File: src/rtl/inst_cache_pkg.sv
// inst_cache shared types and constants.
// FSM state, line geometry, address field offsets, counter limit.
package inst_cache_pkg;

  typedef enum logic {
    IDLE   = 1'b0,
    REFILL = 1'b1
  } ic_state_e;

  localparam int LINE_WORDS = 4;
  localparam int WORD_W     = 32;
  localparam int LINE_W     = LINE_WORDS * WORD_W;

  localparam int WORD_LSB   = 2;
  localparam int WORD_SEL_W = 2;
  localparam int INDEX_LSB  = 4;

  localparam logic [15:0] MISS_CNT_MAX = 16'hFFFF;

  function automatic int tag_width(input int idx_w);
    return 32 - INDEX_LSB - idx_w;
  endfunction

endpackage

File: src/rtl/icache_array.sv
// Tag/data/valid storage: one write port, one comb read port.
// clr_i wipes all valid bits and beats a same-edge write.
module icache_array
  import inst_cache_pkg::*;
#(
  parameter int LINES = 16,
  parameter int IDX_W = $clog2(LINES),
  parameter int TAG_W = tag_width(IDX_W)
) (
  input  logic              clk_i,
  input  logic              rst_i,
  input  logic              clr_i,
  input  logic              we_i,
  input  logic [IDX_W-1:0]  widx_i,
  input  logic [TAG_W-1:0]  wtag_i,
  input  logic [LINE_W-1:0] wdata_i,
  input  logic [IDX_W-1:0]  ridx_i,
  output logic              rvalid_o,
  output logic [TAG_W-1:0]  rtag_o,
  output logic [LINE_W-1:0] rdata_o
);

  logic [LINES-1:0]  valid_q;
  logic [TAG_W-1:0]  tag_q  [LINES];
  logic [LINE_W-1:0] data_q [LINES];

  always_ff @(posedge clk_i) begin
    if (!rst_i) begin
      valid_q <= '0;
    end else if (clr_i) begin
      valid_q <= '0;
    end else if (we_i) begin
      valid_q[widx_i] <= 1'b1;
    end
  end

  always_ff @(posedge clk_i) begin
    if (we_i) begin
      tag_q[widx_i]  <= wtag_i;
      data_q[widx_i] <= wdata_i;
    end
  end

  assign rvalid_o = valid_q[ridx_i];
  assign rtag_o   = tag_q[ridx_i];
  assign rdata_o  = data_q[ridx_i];

endmodule

File: src/rtl/inst_cache.sv
// Direct-mapped instruction cache with blocking single-line refill.
// Hit in IDLE is combinational; a miss stalls until mem_ack_i.
module inst_cache
  import inst_cache_pkg::*;
#(
  parameter int LINES      = 16,
  parameter int LINE_WORDS = 4
) (
  input  logic                     clk_i,
  input  logic                     rst_i,
  input  logic                     fetch_en_i,
  input  logic [31:0]              pc_i,
  input  logic                     flush_i,
  output logic [31:0]              instr_o,
  output logic                     stall_o,
  output logic                     mem_req_o,
  output logic [31:0]              mem_addr_o,
  input  logic                     mem_ack_i,
  input  logic [LINE_WORDS*32-1:0] mem_data_i,
  output logic [15:0]              miss_cnt_o
);

  localparam int IDX_W = $clog2(LINES);
  localparam int TAG_W = tag_width(IDX_W);

  ic_state_e         state_q, state_d;
  logic [31:0]       addr_q;
  logic [IDX_W-1:0]  idx_q;
  logic [15:0]       miss_cnt_q, miss_cnt_d;

  logic [IDX_W-1:0]      idx;
  logic [TAG_W-1:0]      tag;
  logic [WORD_SEL_W-1:0] word;

  logic              rd_valid;
  logic [TAG_W-1:0]  rd_tag;
  logic [LINE_W-1:0] rd_data;

  logic hit, miss, arr_we, arr_clr;
  logic unused_pc_lsb;

  assign idx  = pc_i[INDEX_LSB +: IDX_W];
  assign tag  = pc_i[31 -: TAG_W];
  assign word = pc_i[WORD_LSB +: WORD_SEL_W];

  assign unused_pc_lsb = ^pc_i[1:0];

  assign hit  = (state_q == IDLE) & fetch_en_i
              & rd_valid & (rd_tag == tag);
  assign miss = (state_q == IDLE) & fetch_en_i & ~hit;

  assign arr_we  = (state_q == REFILL) & mem_ack_i;
  assign arr_clr = flush_i
                 & ((state_q == IDLE) | arr_we);

  icache_array #(
    .LINES (LINES),
    .IDX_W (IDX_W),
    .TAG_W (TAG_W)
  ) u_array (
    .clk_i    (clk_i),
    .rst_i    (rst_i),
    .clr_i    (arr_clr),
    .we_i     (arr_we),
    .widx_i   (idx_q),
    .wtag_i   (addr_q[31 -: TAG_W]),
    .wdata_i  (mem_data_i),
    .ridx_i   (idx),
    .rvalid_o (rd_valid),
    .rtag_o   (rd_tag),
    .rdata_o  (rd_data)
  );

  always_ff @(posedge clk_i) begin
    if (!rst_i) begin
      state_q <= IDLE;
    end else begin
      state_q <= state_d;
    end
  end

  always_comb begin
    state_d   = state_q;
    stall_o   = 1'b0;
    mem_req_o = 1'b0;
    instr_o   = '0;
    unique case (state_q)
      IDLE: begin
        if (hit) begin
          instr_o = rd_data[{word, 5'b0} +: 32];
        end else if (miss) begin
          stall_o = 1'b1;
          state_d = REFILL;
        end
      end
      REFILL: begin
        stall_o   = 1'b1;
        mem_req_o = 1'b1;
        if (mem_ack_i) begin
          state_d = IDLE;
        end
      end
    endcase
  end

  always_ff @(posedge clk_i) begin
    if (!rst_i) begin
      addr_q <= '0;
      idx_q  <= '0;
    end else if (miss) begin
      addr_q <= {pc_i[31:4], 4'b0};
      idx_q  <= idx;
    end
  end

  always_comb begin
    miss_cnt_d = miss_cnt_q;
    if (miss && (miss_cnt_q != MISS_CNT_MAX)) begin
      miss_cnt_d = miss_cnt_q + 16'd1;
    end
  end

  always_ff @(posedge clk_i) begin
    if (!rst_i) begin
      miss_cnt_q <= '0;
    end else begin
      miss_cnt_q <= miss_cnt_d;
    end
  end

  assign mem_addr_o = addr_q;
  assign miss_cnt_o = miss_cnt_q;

endmodule

File: config.mk
export PLATFORM = sky130hd
export DESIGN_NAME = inst_cache
export DESIGN_NICKNAME = d
export VERILOG_FILES = /design/src/rtl/inst_cache_pkg.sv /design/src/rtl/icache_array.sv /design/src/rtl/inst_cache.sv
export SDC_FILE = /design/constraint.sdc
export NUM_CORES = 2
export LEC_CHECK = 0
export BUFFER_PORTS_ARGS = -buffer_cell sky130_fd_sc_hd__buf_2
export CAP_MARGIN = 20
export CORE_ASPECT_RATIO = 1.75
export CORE_MARGIN = 5
export CORE_UTILIZATION = 55
export CTS_CLUSTER_SIZE = 14
export DETAILED_ROUTE_END_ITERATION = 8
export PLACE_DENSITY = 0.72
export RECOVER_POWER = 100
export SLEW_MARGIN = 5
export SYNTH_ARGS = -nofsm -noshare
export SYNTH_HDL_FRONTEND = slang
export SYNTH_SLANG_ARGS = --single-unit
File: constraint.sdc
create_clock -name clk_i -period 41.2 [get_ports clk_i]
set_input_delay 8.24 -clock clk_i [delete_from_list [all_inputs] [get_ports clk_i]]
set_output_delay 8.24 -clock clk_i [all_outputs]
set_load 0.03 [all_outputs]
==> flow_metrics.py <==
metrics = {
    "logic_synthesis": {
        "ys_warn_count": 0,
        "yosys.cell_types.count": 57,
        "synth_top_family_by_area": "multiplexers",
        "synth_compound_gate_area_share": 0.00953,
        "synth_ff_type": "sky130_fd_sc_hd__edfxtp_1",
        "syn_inst": 3922,
        "synth-simple-area-share": 0.0116,
        "postSynth.asyncResetShare": 0,
        "synth-edff-count": 2432,
        "synth_sequential_area_ratio": 0.779,
        "yosys.area_share.xor_xnor": 0.00285,
        "syn_area_per_cell_um2": 24.3,
        "synth_seq_cells": 2493,
        "synth_fa_ha_area_frac": 0.000131,
        "synthesis.area_um2": 95400,
        "synthMuxAreaShare": 0.185,
    },
    "timing": {
        "final.min_clock_period_ns": 29.21,
        "maxSlewHeadroom": -5.66,
        "rsz0062_at_grt": "false",
        "maxSlewViolCount": 2850,
        "clock-skew-final_ns": 0.0196,
        "final.period_utilization": 0.709,
        "fin_setup_tns_ns": 0,
        "number_of_hold_violations_in_the_final_report": 0,
        "worst_slew_pin_slew_ns": 9.99,
        "hold_slack_final_ns": 0.465,
        "peak_freq_mhz": 34.2,
        "finalSetupViolCount": 0,
    },
    "critical_path": {
        "critPathCaptureType": "output port",
        "cp_max_fo": 86,
        "path_cells": "buf_8, clkbuf_1, clkbuf_1, clkbuf_1, mux4_2, mux2_2, a22oi_1, xnor2_1, a21oi_1, and4_1, nand3_1, nor2b_1, clkbuf_1",
        "crit_path_max_incr_delay_ns": 2.73,
        "worst_setup_path_start_kind": "input pin",
        "critPathMostFrequentCell": "sky130_fd_sc_hd__clkbuf_1",
        "crit_required_ns": 32.96,
        "critical_path_arrival_ns": 20.97,
        "crit_type": "in -> out",
        "cp_top_family": "buffers and inverters",
        "timing.critical_path.slowest_stage_cell": "sky130_fd_sc_hd__clkbuf_1",
        "critical_path.n_buffers_inverters": 5,
    },
    "grt": {
        "gr-usage-all-layers": 0.239,
        "grt_pass1_vias": 44714,
        "total_congestion_overflow_after_global_routing": 0,
        "initial_antenna_violation_count": 58,
        "grt_pass1_wl_mm": 316,
        "grt_max_degree": 146,
    },
    "clock_tree": {
        "cts_hold_buf": 0,
        "cts_buffers": 212,
        "cts-root-to-sink-buffers": 3,
        "clock_sinks": 2493,
        "postCtsResizedCells": 0,
        "tritoncts": "done",
        "root_buffer": "sky130_fd_sc_hd__clkbuf_16",
        "worstSkewPairLatency_ns": 0.83,
        "htree_num_levels": 4,
        "cts.reportedPaths.clkPinSlew_ns": 0.06,
        "post_cts_setup_buffers": 0,
    },
    "power_and_ir_drop": {
        "total_switching_power_uw": 992,
        "peakVddDrop_uv": 42.9,
        "power.density_nw_per_um2": 46.8,
        "clock_power_share": 0.380,
        "switching_share": 0.202,
        "power.leakage_nw": 32.3,
        "power.internal_mw": 3.91,
        "share_comb_of_total_power": 0.047,
        "sequential_power_share": 0.573,
        "design_power_total_mw": 4.90,
    },
    "placed_design": {
        "place_hpwl_mm": 113,
        "port-buffer-count": 240,
        "routability_congestion_estimate": 0.810,
    },
    "run_status": {
        "result_of_the_run": "finished with violations",
        "violations": "max-capacitance violations, max-slew violations",
    },
    "floorplan": {
        "coreArea_um2": 173000,
        "rows": 202,
        "boundaryPins": 247,
        "start_util": 0.552,
        "die_h_um": 561,
        "die_footprint_um2": 182000,
        "floorplan.die.width_um": 325,
    },
    "drt": {
        "detailedRoute.firstPassIterationCount": 5,
        "drt_iter0_drcs": 3958,
        "mean_routed_wirelength_per_cell_um": 32.5,
        "remaining_drc_errors": 0,
        "number_of_vias_in_the_routed_layout": 42923,
        "routed_via_density": 6.45,
        "route.final.wire_length_mm": 216,
        "drtAntennaViolNets": 0,
    },
    "min_path": {
        "min_path_type": "reg -> reg",
    },
    "job": {
        "drv_cap": 43,
    },
    "layout": {
        "final_layout_size_suffix_gt1_frac": 0.247,
        "syn2layout_area_growth_pct": 10.0,
        "final_net_count": 4401,
    },
}
[synthesized netlist by cell type, drive strengths merged, types with 4 or more instances]
cell type  number  area [µm²]
mux2i          77         771
a22oi          10        75.1
a21oi          15        75.1
clkbuf         75         282
nand2          57         214
nor3            7        35.0
xor2           14         123
xnor2          17         149
nor2           21        78.8
o22ai           5        31.3
dfxtp          61        1220
mux2           13         146
inv             8        30.0
and3            5        31.3
a211oi          6        45.0
nand3          39         195
a22o            5        43.8
o21a           18         135
nand2b         20         125
nor2b          41         257
a221oi          9        78.8
o21ai          29         145
or3             7        43.8
nand4           4        25.0
edfxtp       2432       73000
buf           135         811
mux4          744       16800
o31ai           8        60.1
[stage by stage]
step,setup slack (ns),utilization,area [µm²],cells
6_report,11.99,0.607,105000,6653
5_1_grt,11.35,0.606,105000,6637
4_1_cts,18.20,0.610,105000,6630
3_5_place_dp,18.21,0.574,99100,6265
3_3_place_gp,18.13,0.573,99100,6264
2_1_floorplan,21.37,-,95400,3925
[layer usage]
layer  vias up  track usage  part of all wire
met5         -            0           0.00074
met1     23183        0.306              0.36
met2      1826        0.426              0.53
met3       378       0.0410             0.073
met4        24       0.0694             0.032
li1      17512            -                 -
[cells by family (layout without fill, tap and decap cells)]
group / Yosys count / count (layout)
muxes: 834 / 834
and+or+nand+nor: 214 / 214
other: 1 / 27
xor gates and xnor gates: 31 / 31
AOI/OAI and AO/OA: 130 / 130
buffers and inverters: 218 / 679
DFF: 2493 / 2493
adders and majority gates: 1 / 1
[state kept, by name, indices dropped and copies added (netlist names)]
signal	cells
idx_q	3
mem_addr_o	25
miss_cnt_o	16
state_q	1
u_array.data_q	2048
u_array.tag_q	384
u_array.valid_q	16
[cell usage in the layout, fill, tap and decap left out, types with 6 or more instances in the layout]
cell and instances:
sky130_fd_sc_hd__inv_1 6, sky130_fd_sc_hd__a221oi_1 9, sky130_fd_sc_hd__mux2_2 13, sky130_fd_sc_hd__nor2b_1 41
sky130_fd_sc_hd__mux2i_1 77, sky130_fd_sc_hd__clkinv_2 15, sky130_fd_sc_hd__clkbuf_1 320, sky130_fd_sc_hd__nand3_1 39
sky130_fd_sc_hd__buf_4 23, sky130_fd_sc_hd__a21oi_1 15, sky130_fd_sc_hd__dfxtp_1 61, sky130_fd_sc_hd__nor2_4 9
sky130_fd_sc_hd__edfxtp_1 2432, sky130_fd_sc_hd__a211oi_1 6, sky130_fd_sc_hd__or3_1 7, sky130_fd_sc_hd__xor2_1 14
sky130_fd_sc_hd__clkbuf_16 217, sky130_fd_sc_hd__nand2b_1 20, sky130_fd_sc_hd__o21a_1 18, sky130_fd_sc_hd__nor2_1 12
sky130_fd_sc_hd__nor3_1 7, sky130_fd_sc_hd__nand2_1 57, sky130_fd_sc_hd__a22oi_1 10, sky130_fd_sc_hd__mux4_2 744
sky130_fd_sc_hd__o21ai_0 29, sky130_fd_sc_hd__diode_2 23, sky130_fd_sc_hd__buf_2 29, sky130_fd_sc_hd__clkinv_1 37
sky130_fd_sc_hd__o31ai_1 8, sky130_fd_sc_hd__bufinv_16 7, sky130_fd_sc_hd__xnor2_1 17
[worst paths after layout]
path	from	end	slack, ns	depth (start not counted)
worst max-delay path	pc_i[5]	instr_o[19]	11.99	13
worst min-delay path	u_array.valid_q[4]$_SDFFE_PP0P_	u_array.valid_q[4]$_SDFFE_PP0P_	0.47	1
worst max register to register	state_q$_SDFF_PN0_	u_array.data_q[11][61]$_DFFE_PP_	29.12	4
worst min register to register	u_array.valid_q[4]$_SDFFE_PP0P_	u_array.valid_q[4]$_SDFFE_PP0P_	0.47	1
[power by group through the flow]
stage               registers [mW]  logic [mW]  clock network [mW]
detailed placement            2.86       0.238                   0
finish                        2.81       0.232                1.86
global placement              2.86       0.234                   0
global route                  2.81       0.248                2.00
floorplan                     2.86       0.146                   0
CTS                           2.81       0.239                1.90
[worst register-to-register path, delay by kind of cell (launching register included)]
kind | cells | cell delay, ns
DFF | 1 | 0.49
buffers and inverters | 2 | 8.57
and+or+nand+nor | 2 | 2.17
[final cells by class]
class	instances	area [µm²]
inverter	8	30.0
clock buffer	294	5760
tap	2244	2810
clock inverter	71	567
multi-input combinational	1214	20100
timing repair buffer	306	1360
fill	11730	68000
sequential	2493	74300
antenna	23	57.6
Power figures use the tool's default switching activity.
